**src/rtl/uart_frame_packer.sv**
```systemverilog
// Frames a latched payload as HDR0 HDR1 CMD LEN payload CRC TAIL and streams
// it one byte at a time over a valid/ready write port (wr_en / wr_ready).
module uart_frame_packer #(
  parameter int         MAX_LEN  = 26,
  parameter logic [7:0] HDR0     = 8'h55,
  parameter logic [7:0] HDR1     = 8'hBB,
  parameter logic [7:0] CMD      = 8'h03,
  parameter logic [7:0] TAIL     = 8'hF0,
  parameter logic [7:0] CRC_POLY = 8'h07,
  parameter logic [7:0] CRC_INIT = 8'h00
) (
  input  logic                 clk,
  input  logic                 reset,
  input  logic                 start,
  input  logic [7:0]           len,
  input  logic [MAX_LEN*8-1:0] payload,
  input  logic                 wr_ready,
  output logic                 wr_en,
  output logic [7:0]           wr_data,
  output logic                 busy,
  output logic                 done,
  output logic                 drop
);

  localparam int CW = $clog2(MAX_LEN + 7);

  typedef enum logic [1:0] {IDLE, SEND, DONE} state_t;

  state_t               state;
  logic [CW-1:0]        idx;
  logic [CW-1:0]        len_q;
  logic [MAX_LEN*8-1:0] payload_q;
  logic [7:0]           crc_q;

  logic [CW-1:0] len_cap;
  logic [CW-1:0] next_idx;
  logic          cur_covered;
  logic          cur_tail;
  logic          next_is_payload;
  logic [7:0]    crc_after;
  logic [7:0]    next_byte;

  function automatic logic [7:0] crc8_step(input logic [7:0] crc, input logic [7:0] data);
    logic [7:0] c;
    c = crc ^ data;
    for (int i = 0; i < 8; i++)
      c = c[7] ? ({c[6:0], 1'b0} ^ CRC_POLY) : {c[6:0], 1'b0};
    return c;
  endfunction

  // crc_after folds in the byte being accepted now, so the CRC byte can be
  // loaded on the same edge that accepts the last covered byte.
  always_comb begin
    len_cap         = (len > 8'(MAX_LEN)) ? CW'(MAX_LEN) : CW'(len);
    next_idx        = idx + CW'(1);
    cur_covered     = (idx >= CW'(2)) && (idx <= len_q + CW'(3));
    cur_tail        = (idx == len_q + CW'(5));
    next_is_payload = (next_idx >= CW'(4)) && (next_idx <= len_q + CW'(3));
    crc_after       = cur_covered ? crc8_step(crc_q, wr_data) : crc_q;

    if (next_idx == CW'(1))
      next_byte = HDR1;
    else if (next_idx == CW'(2))
      next_byte = CMD;
    else if (next_idx == CW'(3))
      next_byte = 8'(len_q);
    else if (next_is_payload)
      next_byte = payload_q[7:0];
    else if (next_idx == len_q + CW'(4))
      next_byte = crc_after;
    else
      next_byte = TAIL;
  end

  // Payload is kept in a shift register so the next payload byte is always
  // the low byte.
  always_ff @(posedge clk or negedge reset) begin
    if (!reset) begin
      state     <= IDLE;
      idx       <= '0;
      len_q     <= '0;
      payload_q <= '0;
      crc_q     <= CRC_INIT;
      wr_en     <= 1'b0;
      wr_data   <= 8'h00;
      busy      <= 1'b0;
      done      <= 1'b0;
      drop      <= 1'b0;
    end else begin
      done <= 1'b0;
      drop <= 1'b0;
      case (state)
        IDLE: begin
          if (start) begin
            state     <= SEND;
            idx       <= '0;
            len_q     <= len_cap;
            payload_q <= payload;
            crc_q     <= CRC_INIT;
            wr_en     <= 1'b1;
            wr_data   <= HDR0;
            busy      <= 1'b1;
          end
        end
        SEND: begin
          if (start) drop <= 1'b1;
          if (wr_ready) begin
            crc_q <= crc_after;
            if (cur_tail) begin
              state   <= DONE;
              wr_en   <= 1'b0;
              wr_data <= 8'h00;
              done    <= 1'b1;
            end else begin
              idx     <= next_idx;
              wr_data <= next_byte;
              if (next_is_payload) payload_q <= payload_q >> 8;
            end
          end
        end
        DONE: begin
          if (start) drop <= 1'b1;
          state <= IDLE;
          idx   <= '0;
          busy  <= 1'b0;
        end
        default: state <= IDLE;
      endcase
    end
  end

endmodule

```
**config.mk**
```make
export PLATFORM = sky130hd
export DESIGN_NAME = uart_frame_packer
export DESIGN_NICKNAME = d
export VERILOG_FILES = /design/src/rtl/uart_frame_packer.sv
export SDC_FILE = /design/constraint.sdc
export NUM_CORES = 1
export LEC_CHECK = 0
export ABC_AREA = 1
export CORE_MARGIN = 1.5
export CORE_UTILIZATION = 30
export CTS_BUF_LIST = sky130_fd_sc_hd__clkbuf_8
export CTS_CLUSTER_DIAMETER = 150
export DETAILED_ROUTE_END_ITERATION = 8
export PLACE_DENSITY = 0.49
export SLEW_MARGIN = 20
export SYNTH_ARGS = -nofsm -noshare
export SYNTH_HDL_FRONTEND = slang
export SYNTH_SLANG_ARGS = --single-unit
```
**constraint.sdc**
```tcl
create_clock -name clk -period 5.5 [get_ports clk]
set_input_delay 1.1 -clock clk [delete_from_list [all_inputs] [get_ports clk]]
set_output_delay 1.1 -clock clk [all_outputs]
set_load 0.05 [all_outputs]
```
**Yosys cells after proc, flatten, opt, wreduce, memory -nomap -nowiden**

Cells that the tools add are included.

- $add $sub $neg: 4
- Order comparisons: 5
- Eq/ne operators: 12
- Multiplexer cells: 45
- Bitwise logic cells: 9
- Reductions and logical operators: 14

Operators with widths:

| cell | number |
|---|---|
| 2-to-1 mux 208 bit | 4 |
| one-hot mux 208 bit (2 select lines) | 1 |
| 2-to-1 mux 8 bit | 11 |
| one-hot mux 8 bit (2 select lines) | 2 |
| 2-to-1 mux 3 bit | 8 |
| 2-to-1 mux 6 bit | 4 |
| inverter 3 bit | 8 |
| one-hot mux 6 bit (3 select lines) | 1 |
| adder 6 x 3 -> 6 bit (second input constant) | 2 |
| equality test 6 x 2 -> 1 bit (second input constant) | 2 |
| equality test 6 bit | 2 |
| less-or-equal comparator 6 bit | 2 |
| != test 2 bit (second input constant) | 5 |
| > comparator 8 x 5 -> 1 bit (second input constant) | 1 |
| 2-to-1 mux 1 bit | 8 |
| AND reduction 4 bit | 2 |
| XOR 8 bit | 1 |
| adder 6 x 1 -> 6 bit (second input constant) | 1 |
| adder 6 x 2 -> 6 bit (second input constant) | 1 |
| equality test 6 x 1 -> 1 bit (second input constant) | 1 |
| >= comparator 6 x 2 -> 1 bit (second input constant) | 1 |
| >= comparator 6 x 3 -> 1 bit (second input constant) | 1 |
| 2-to-1 mux 2 bit | 3 |
| AND reduction 3 bit | 2 |
| other kinds (11) | 15 |

- Register bits after elaboration: 242
- Input bits: 220
- Output and inout port bits: 12
- Word-level logic and storage cells: 99

**Depth between registers and ports, before layout**

Gate-level depths: netlist of run 1.

- Depth after elaboration: 26
- Depth in mapped cells: 21
- Gate-level depth less buffers: 21

**Worst setup path before layout of run 1**

No wires, ideal clock.

- Path kind: register -> register
- Start point: register idx[0]
- End point: register payload_q[131]
- Library setup time: 0.132 ns
- Data arrival time: 2.734 ns
- Required time: 5.368 ns
- Path slack: 2.634 ns
- Cell stages (with the launch flop): 16
- Buffers on the path: 2
- Period minus slack after synthesis: 2.866 ns
- Cells stage by stage: dfrtp_1 > ha_1 > nand3_1 > xor2_1 > inv_1 > ha_1 > nand2_1 > a21oi_1 > nor3_1 > a21oi_1 > nor2_8 > inv_2 > a21oi_4 > buf_2 > clkbuf_1 > o21ai_1

- Longest elaborated chain between the ends: 5
- Elaborated cells on any way between the ends: 8
- Those cells by class: 1 x add/sub; 2 x order compare; 3 x eq/ne; 2 x reduce/logical

RTL lines:

| item | RTL line | RTL |
|---|---|---|
| from (decl) | 30 | `logic [CW-1:0] idx;` |
| from (signal assigned) | 115 | `idx <= next_idx;` |
| adder 6 x 1 -> 6 bit | 55 | `next_idx = idx + CW'(1);` |
| >= comparator 6 x 3 -> 1 bit / less-or-equal comparator 6 bit (equally long branches) | 58 | `next_is_payload = (next_idx >= CW'(4)) && (next_idx <= len_q + CW'(3));` |
| logical AND 1 bit | 58 |  |
| != test 2 bit (no source line) | - |  |
| AND reduction 5 bit (no source line) * | - |  |
| to (signal assigned) | 98 | `payload_q <= payload;` |
| to (signal assigned) | 117 | `if (next_is_payload) payload_q <= payload_q >> 8;` |
| to (decl) | 32 | `logic [MAX_LEN*8-1:0] payload_q;` |

Mark *: on every way between the ends. The rest lies on a longest branch, timed or not.
A chain may end at the register's enable or synchronous reset.

**Worst setup path after layout of run 1**

- Start point: register len_q[3]
- End point: register payload_q[82]

- Longest elaborated chain between the ends: 5
- Elaborated cells on any way between the ends: 8
- Those cells by class: 2 x add/sub; 1 x order compare; 3 x eq/ne; 2 x reduce/logical

RTL lines:

| item | RTL line | RTL |
|---|---|---|
| from (decl) | 31 | `logic [CW-1:0] len_q;` |
| from (signal assigned) | 97 | `len_q <= len_cap;` |
| adder 6 x 2 -> 6 bit | 58 |  |
| less-or-equal comparator 6 bit | 58 |  |
| logical AND 1 bit | 58 |  |
| != test 2 bit (no source line) | - |  |
| AND reduction 5 bit (no source line) * | - |  |

Marks and branches as above.

==> results of run 1 <==
[area by class of cell]
type,instances,area share
clock buffer,56,0.0444
clock inverter,30,0.00909
timing repair buffer,244,0.142
tap,600,0.0433
multi-input combinational,919,0.353
sequential,242,0.349
antenna,6,0.000865
inverter,270,0.0584
[worst max-delay path by stage]
stage / start / to / slack (ps) / cells after the start
after floorplan: idx[0]$_DFFE_PN0P_ / payload_q[131]$_DFFE_PN0P_ / 2630 / 15
after global placement: start / payload_q[132]$_DFFE_PN0P_ / 1730 / 10
after detailed placement: start / payload_q[82]$_DFFE_PN0P_ / 1680 / 10
after CTS: len_q[3]$_DFFE_PN0P_ / payload_q[36]$_DFFE_PN0P_ / 1690 / 16
after global routing: len_q[2]$_DFFE_PN0P_ / payload_q[35]$_DFFE_PN0P_ / 1330 / 16
final: len_q[3]$_DFFE_PN0P_ / payload_q[82]$_DFFE_PN0P_ / 1660 / 16
[critical path, delay by kind of cell (launching register included)]
| family | cells | cell delay, ps |
|---|---|---|
| fa+ha+maj | 2 | 560 |
| buf+inv | 3 | 710 |
| simple gates | 5 | 570 |
| flops | 1 | 550 |
| compound gates | 6 | 1210 |
[through the flow]
stage               hold WS, ps  cell area, um2  utilization  std cells
floorplan                   459           13900            -       1527
global placement            484           16400        0.360       2275
detailed placement          492           16400        0.360       2275
CTS                         496           17300        0.380       2361
global route                527           17300        0.380       2361
finish                      506           17300        0.381       2367
[routing by layer]
layer,track usage,wire length [um],vias to the layer above
met1,0.210,16900,5079
met2,0.256,17400,233
met4,0.0517,892,12
li1,-,-,5444
met5,0,84,-
met3,0.0527,2770,77
[sequential cells by signal (all words and copies together), names as in the netlist, 2 cells and up]
signal and cells:
wr_data 8, crc_q 8, payload_q 208, len_q 6, idx 6, state 2
[report_power, final]
part / leakage (uW) / internal, uW / switching [uW]
Clock: 0.000563 / 970 / 833
Sequential: 0.00296 / 2670 / 270
Combinational: 0.00429 / 1990 / 3710
Total: 0.00781 / 5640 / 4810
[cell families after synthesis]
kind of cell               Yosys count
xor gates and xnor gates            27
adders and majority gates           21
AOI/OAI and AO/OA                  462
and+or+nand+nor                    409
DFF                                242
buffers and inverters              366
[layout by cell type, fill, tap and decap left out, types with 3 or more instances in the layout]
cell / n
nand2_1: 318
inv_1: 284
dfrtp_1: 242
clkdlybuf4s50_1: 230
o211ai_2: 180
o21ai_1: 157
clkbuf_8: 56
nand3_1: 45
o21ai_2: 39
o21ai_0: 36
nor2_1: 24
ha_1: 20
o211ai_1: 17
xnor2_1: 16
a21oi_1: 13
xor2_1: 10
inv_2: 9
buf_4: 9
diode_2: 6
nand2_2: 5
o22ai_1: 4
buf_12: 4
a21o_1: 3
nor3_1: 3
o21a_1: 3
==> reports/qor.yml, run 1 <==
drt-total-wl_um: 38000
drt_iter0_drc: 641
synth_area_leader_cell: "dfrtp_1"
antenna_found_initial: 11
worstPathRequired_ps: 6030
grt_max_degree: 143
core_um2: 45600
first_pass_iters: 5
clk_pin_slew_ps: 60
ys_seq_area_frac: 0.435
rows: 78
leakage_uw: 0.00781
synth_most_common_cell: "nand2_1"
fmax_ghz: 0.260
netlist-cell-type-count: 50
h-tree-depth: 2
cts_buffers: 48
drcViolationCount: 0
synth.cells.most_frequent: "nand2_1 (318), inv_1 (260), dfrtp_1 (242)"
io_pins: 232
async_flop_share: 1.00
reg2regPathDepth: 16
worstReg2RegStart: "len_q[3]$_DFFE_PN0P_"
nets: 1966
skew_ps: 26.6
crit_slowest_cell: "buf_12"
cp_cell_sequence: "ha_1 -> nand2_1 -> inv_1 -> nor2_1 -> o21ai_0 -> ha_1 -> nand2_1 -> a21oi_1 -> nor3_1 -> a21oi_1 -> nor2_8 -> inv_2 -> a21oi_4 -> buf_12 -> o211ai_2 -> o21ai_1"
clock_path_buffers: 3
syn_area_um2: 13900
area_growth_pct: 24.6
hold_class: "primary input to async pin"
cts_resized: 0
port_buffers: 231
r2r_slack_ps: 1660
worst_ep_arrival_time_ps: 4370
cap_viol_max_count: 0
multiInputGateArea_um2: 6120
timing.rr.end: "payload_q[82]$_DFFE_PN0P_"
p_per_area_nw_per_um2: 602
peakVddDrop_uv: 703
cts_setup_buffers: 0
die_y_um: 218
clock_latency_ps: 630
slowest_delay_ps: 580
cp-start-kind: "flop"
finalSetupViolCount: 0
synth_xor_area_frac: 0.0183
syn_nets: 1768
crit_fanout: 142
post-route-period-util: 0.699
hold_buffers: 0
slew_headroom: 0.348
initial_core_util: 0.305
dp_hpwl_um: 26700
cts_root_buffer: "clkbuf_8"
cts_tree: "done"
crit_type: "flop to flop"
maxSlewViolCount: 0
synth_mux_area_frac: 0
die_area_um2: 47700
ff_latch_area_um2: 6060
ant_nets: 0
rsz0062_at_grt: "no"
outcome: "finished clean"
place_ws_ps: 1680
finalSetupTns_ps: 0
wl_per_cell_um: 16.1
synth_ff_type: "dfrtp_1"
route.vias.total: 10845
grt_pass1_wl_um: 61200
synth_area_per_cell_um2: 9.12
syn_inst: 1527
synth_edf_count: 0
power_uw: 10400
track_usage: 0.163
yosys.area_share.adder: 0.0189
synth_compound_area_frac: 0.281
first_global_vias: 11257
via_per_inst: 4.58
hold_viol_final: 0
synth_area_leaders: "dfrtp_1 (44%), o211ai_2 (16%), nand2_1 (8.6%)"
cp-end-kind: "flop"
synth_top_area_frac: 0.435
num-fill-cells: 4704
ys_seq_elements: 242
cts.sinks: 242
period_needed_ps: 3840
drive_gt1_frac: 0.183
globalplace.congestion: 0.868
setup_slack_ps: 1660
synth-simple-area-share: 0.121
gr-total-overflow: 0
chipWidth_um: 218
synth_warnings: 0
worstMarginPinSlew_ps: 979
synth_top_family_by_area: "compound AO/OA/AOI/OAI gates"
Note: power is estimated with default switching activity, not from simulation.
==> run 2: changes to the inputs <==
PLACE_DENSITY = 0.51   (was 0.49)
clock period = 3.5 ns   (was 5.5 ns; I/O delays follow)
==> reports/qor.yml, run 2 (synthesis results as in run 1) <==
outcome: "finished clean"
post-route-period-util: 0.958  # +0.259
track_usage: 0.162  # -0.000283
globalplace.congestion: 0.883  # +1.8%
cts.sinks: 242  # unchanged
p_per_area_nw_per_um2: 964  # +60%
clk_pin_slew_ps: 60  # about the same
worstPathRequired_ps: 4010  # -2020 ps
wl_per_cell_um: 16.2  # +1.0%
finalSetupViolCount: 0  # unchanged
period_needed_ps: 3350  # -489 ps
route.vias.total: 10925  # +0.74%
largest_reg_flops: 208  # unchanged
reg_top3: "payload_q x208, crc_q x8, wr_data x8"
cts_tree: "done"
cap_viol_max_count: 0  # unchanged
worstMarginPinSlew_ps: 923  # -56.1 ps
layout_common_cells: "nand2_1 (318), inv_1 (277), dfrtp_1 (241), clkdlybuf4s50_1 (230), o211ai_2 (180)"
core_um2: 45600  # unchanged
cts_buffers: 47  # -2.1%
largest-register: "payload_q"
dp_hpwl_um: 27800  # +4.0%
chipWidth_um: 218  # unchanged
maxSlewViolCount: 0  # unchanged
first_pass_iters: 5  # unchanged
hold_viol_final: 0  # unchanged
drive_gt1_frac: 0.204  # +0.0210
first_global_vias: 11187  # -0.62%
via_per_inst: 4.56  # -0.52%
cp-end-kind: "flop"
fmax_ghz: 0.298  # +15%
grt_pass1_wl_um: 61000  # -0.30%
ff_latch_area_um2: 6060  # about the same
rows: 78  # unchanged
drt_iter0_drc: 488  # -24%
leakage_uw: 0.00803  # +2.9%
die_y_um: 218  # unchanged
fin_hold_ws_ps: 53.5  # -452 ps
crit_type: "flop to flop"
h-tree-depth: 2  # unchanged
multiInputGateArea_um2: 6130  # +0.16%
peakVddDrop_uv: 448  # -36%
num-fill-cells: 4589  # -2.4%
slew_headroom: 0.385  # +0.0374
crit_fanout: 34  # -76%
drt-total-wl_um: 38900  # +2.3%
drcViolationCount: 0  # unchanged
antenna_found_initial: 8  # -3
skew_ps: 25.0  # -1.62 ps
cts_root_buffer: "clkbuf_8"
cp-start-kind: "flop"
initial_core_util: 0.305  # unchanged
ant_nets: 0  # unchanged
finalSetupTns_ps: 0  # unchanged
grt_max_degree: 160  # +12%
rsz0062_at_grt: "no"
area_growth_pct: 27.9
final_common_cell: "nand2_1"
port_buffers: 231  # unchanged
hold_class: "primary input to async pin"
die_area_um2: 47700  # unchanged
worst_ep_arrival_time_ps: 3860  # -510 ps
nets: 2002  # +1.8%
gr-total-overflow: 0  # unchanged
io_pins: 232  # unchanged
clock_latency_ps: 600  # -30 ps
hold_buffers: 0  # unchanged
clock_path_buffers: 3  # unchanged
[run 2: changes by cell type in the layout (fill, tap and decap cells not counted), moves of 2 or more]
| cell | before | now |
|---|---|---|
| buf_12 | 4 | 15 |
| buf_4 | 9 | 33 |
| clkbuf_16 | 0 | 2 |
| clkbuf_8 | 56 | 61 |
| diode_2 | 6 | 2 |
| inv_1 | 284 | 277 |
[run 2: final timing paths]
| kind | slack, ps | startpoint | cells after the start | to |
|---|---|---|---|---|
| worst max-delay path | 150 | len_q[2]$_DFFE_PN0P_ | 17 | payload_q[44]$_DFFE_PN0P_ |
| worst min-delay path | 50 | reset | 1 | payload_q[128]$_DFFE_PN0P_ |
| worst max register to register | 150 | len_q[2]$_DFFE_PN0P_ | 17 | payload_q[44]$_DFFE_PN0P_ |
| worst min register to register | 500 | payload_q[6]$_DFFE_PN0P_ | 1 | payload_q[6]$_DFFE_PN0P_ |
| max in group asynchronous | 2590 | reset | 2 | wr_data[7]$_DFFE_PN0P_ |
| min in group clk | 500 | payload_q[6]$_DFFE_PN0P_ | 1 | payload_q[6]$_DFFE_PN0P_ |
[run 2: per-layer routing]
| metal | up-vias | GRT usage | share of wire |
|---|---|---|---|
| li1 | 5503 | - | - |
| met1 | 5128 | 0.210 | 0.45 |
| met2 | 217 | 0.256 | 0.46 |
| met3 | 65 | 0.0540 | 0.068 |
| met4 | 12 | 0.0464 | 0.020 |
| met5 | - | 0 | 0.0018 |
[run 2: area by class of cell]
class | instances | share of cell area
Timing Repair Buffer | 281 | 0.164
Antenna cell | 2 | 0.000281
Tap cell | 600 | 0.0422
Clock buffer | 61 | 0.0471
Sequential cell | 242 | 0.340
Multi-Input combinational cell | 919 | 0.344
Inverter | 270 | 0.0569
Clock inverter | 22 | 0.00534
[run 2: report_power, final]
group          leakage, uW  total [uW]  switching [uW]  internal (uW)
sequential         0.00296        4610             409           4200
clock             0.000546        2830            1280           1550
combinational      0.00453        9730            6040           3690
total              0.00803       17200            7730           9440
[run 2: worst max-delay path, cell delays in order (launching register included)]
cell and delay [ps]:
dfrtp_1 450, ha_1 270, nor2_1 120, nor2_2 80, o21ai_0 320, ha_1 300, nand2_1 100, a21oi_1 60
nor3_1 150, a21oi_1 100, buf_4 160, nor2_8 150, inv_2 80, a21oi_4 220, buf_12 220, buf_12 240
o211ai_2 110, o21ai_1 120
[run 2: what timing repair did]
action,CTS,global route
gates resized for setup,0,3
endpoints found under the setup margin,0,191
setup buffers,0,2
[run 2: stage by stage]
stage | power, uW | setup slack, ps | area, um2 | std cells | util
after floorplan | 12400 | 634 | 13900 | 1527 | -
after global placement | 14200 | 185 | 16800 | 2308 | 0.368
after detailed placement | 14300 | 56.1 | 16800 | 2308 | 0.368
after CTS | 17300 | 34.7 | 17700 | 2391 | 0.389
after global routing | 18800 | 3.80 | 17800 | 2395 | 0.391
final | 17200 | 147 | 17800 | 2397 | 0.391
==> run 3: changes to the inputs <==
--- a/config.mk
+++ b/config.mk
@@ -13,5 +13,4 @@
 export DETAILED_ROUTE_END_ITERATION = 8
 export PLACE_DENSITY = 0.51
-export SLEW_MARGIN = 20
 export SYNTH_ARGS = -nofsm -noshare
 export SYNTH_HDL_FRONTEND = slang
==> constraint.sdc (replaced) <==
create_clock -name clk -period 3.5 [get_ports clk]
set_input_delay 0.7 -clock clk [delete_from_list [all_inputs] [get_ports clk]]
set_output_delay 0.7 -clock clk [all_outputs]
set_load 0.1 [all_outputs]
==> reports/qor.yml, run 3 (synthesis results as in run 1) <==
maxSlewViolCount: 0  # unchanged
drive_gt1_frac: 0.199  # -0.00536
cts_tree: "done"
cp-end-kind: "flop"
num-fill-cells: 4662  # +1.6%
largest_reg_flops: 208  # unchanged
rows: 78  # unchanged
layout_common_cells: "nand2_1 (318), inv_1 (284), dfrtp_1 (238), clkdlybuf4s50_1 (222), o211ai_2 (180)"
final_common_cell: "nand2_1"
initial_core_util: 0.305  # unchanged
ant_nets: 0  # unchanged
slowest_delay_ps: 470  # +20 ps
crit_type: "flop to flop"
fin_area_um2: 17600  # -1.0%
power_uw: 17100  # -0.41%
clock_path_buffers: 3  # unchanged
m1WireLength_um: 17300  # -1.4%
worst_ep_arrival_time_ps: 3800  # -60 ps
fmax_ghz: 0.305  # +2.4%
route.vias.total: 10852  # -0.67%
outcome: "finished clean"
finalSetupViolCount: 0  # unchanged
peakVddDrop_uv: 485  # +8.1%
dp.cells: 2290  # -0.78%
largest-register: "payload_q"
placed_area_um2: 16600  # -1.0%
multiInputGateArea_um2: 6130  # about the same
wl_per_cell_um: 16.3  # +0.40%
drt_iter0_drc: 587  # +20%
die_y_um: 218  # unchanged
period_needed_ps: 3280  # -77.6 ps
p_per_area_nw_per_um2: 970  # +0.59%
chipWidth_um: 218  # unchanged
reg_top3: "payload_q x208, crc_q x8, wr_data x8"
cts_buffers: 47  # unchanged
worstPathRequired_ps: 4030  # +20 ps
cts.sinks: 242  # unchanged
grt_max_degree: 150  # -6.3%
skew_ps: 31.3  # +6.37 ps
first_global_vias: 11273  # +0.77%
hold_viol_final: 0  # unchanged
crit_slowest_cell: "dfrtp_2"
die_area_um2: 47700  # unchanged
grt_pass1_wl_um: 61200  # +0.35%
hold_class: "primary input to async pin"
slew_headroom: 0.334  # -0.0510
wl_met3_um: 2820  # +6.1%
globalplace.congestion: 0.867  # -1.9%
leakage_uw: 0.00795  # -1.0%
hold_buffers: 0  # unchanged
cts_root_buffer: "clkbuf_8"
io_pins: 232  # unchanged
area_growth_pct: 26.7
clk_pin_slew_ps: 60  # about the same
cp-start-kind: "flop"
clock_latency_ps: 620  # +20 ps
drt-total-wl_um: 38800  # -0.28%
fin_cells: 2381  # -0.67%
first_pass_iters: 4  # -1
antenna_found_initial: 11  # +3
track_usage: 0.163  # +0.000889
cap_viol_max_count: 0  # unchanged
finalSetupTns_ps: 0  # unchanged
wl_met2_um: 17800  # about the same
gr-total-overflow: 0  # unchanged
cp_cell_sequence: "ha_1 -> nand2_1 -> inv_1 -> nor2_1 -> o21ai_0 -> ha_1 -> nand2_1 -> nor4_2 -> a21oi_1 -> nor2_8 -> inv_2 -> a21oi_4 -> buf_12 -> buf_12 -> o211ai_2 -> o21ai_2"
h-tree-depth: 2  # unchanged
drcViolationCount: 0  # unchanged
post-route-period-util: 0.936  # -0.0222
core_um2: 45600  # unchanged
top_layer: "met5"
worstMarginPinSlew_ps: 996  # +73.4 ps
crit_fanout: 41  # +21%
port_buffers: 231  # unchanged
dp_hpwl_um: 27400  # -1.4%
nets: 1984  # -0.90%
via_per_inst: 4.56  # about the same
ff_latch_area_um2: 6060  # about the same
==> run 3: repair_timing <==
action / CTS / global route
resized for setup: 0 / 10
setup buffers: 0 / 2
setup endpoints to repair: 0 / 192
==> run 3: per-stage QoR <==
stage	hold slack [ps]	util	worst slack [ps]
finish	75.7	0.387	224
global route	79.1	0.387	-24.3
CTS	41.4	0.384	105
detailed placement	499	0.365	126
global placement	488	0.365	218
floorplan	404	-	634
==> run 3: final cells by class <==
class	instances	area share
Antenna cell	3	0.000426
Clock buffer	53	0.0414
Inverter	270	0.0575
Timing Repair Buffer	263	0.157
Clock inverter	31	0.00901
Tap cell	600	0.0426
Sequential cell	242	0.344
Multi-Input combinational cell	919	0.348
==> run 3: power by group <==
part | switching (uW) | internal, uW
clock network | 1300 | 1450
registers | 425 | 4200
logic | 6180 | 3540
==> run 3: worst max-delay path: cells and delay by family (launching register included) <==
kind / cells / cell delay (ps)
simple gates: 5 / 770
compound gates: 5 / 760
buf+inv: 4 / 620
flops: 1 / 470
fa+ha+maj: 2 / 560
==> run 3: metal layers <==
layer,GRT usage,vias up
met4,0.0423,16
met2,0.263,216
met5,0,-
met3,0.0575,64
met1,0.206,5069
li1,-,5487
==> run 3: worst paths after layout <==
kind                                     startpoint                    endpoint  slack, ps  depth (start not counted)
min in group clk           payload_q[6]$_DFFE_PN0P_    payload_q[6]$_DFFE_PN0P_        510                          1
max                            len_q[2]$_DFFE_PN0P_  payload_q[192]$_DFFE_PN0P_        220                         16
min                                           reset  payload_q[123]$_DFFE_PN0P_         80                          1
min reg2reg                payload_q[6]$_DFFE_PN0P_    payload_q[6]$_DFFE_PN0P_        510                          1
max reg2reg                    len_q[2]$_DFFE_PN0P_  payload_q[192]$_DFFE_PN0P_        220                         16
max in group asynchronous                     reset        len_q[4]$_DFFE_PN0P_       2590                          2
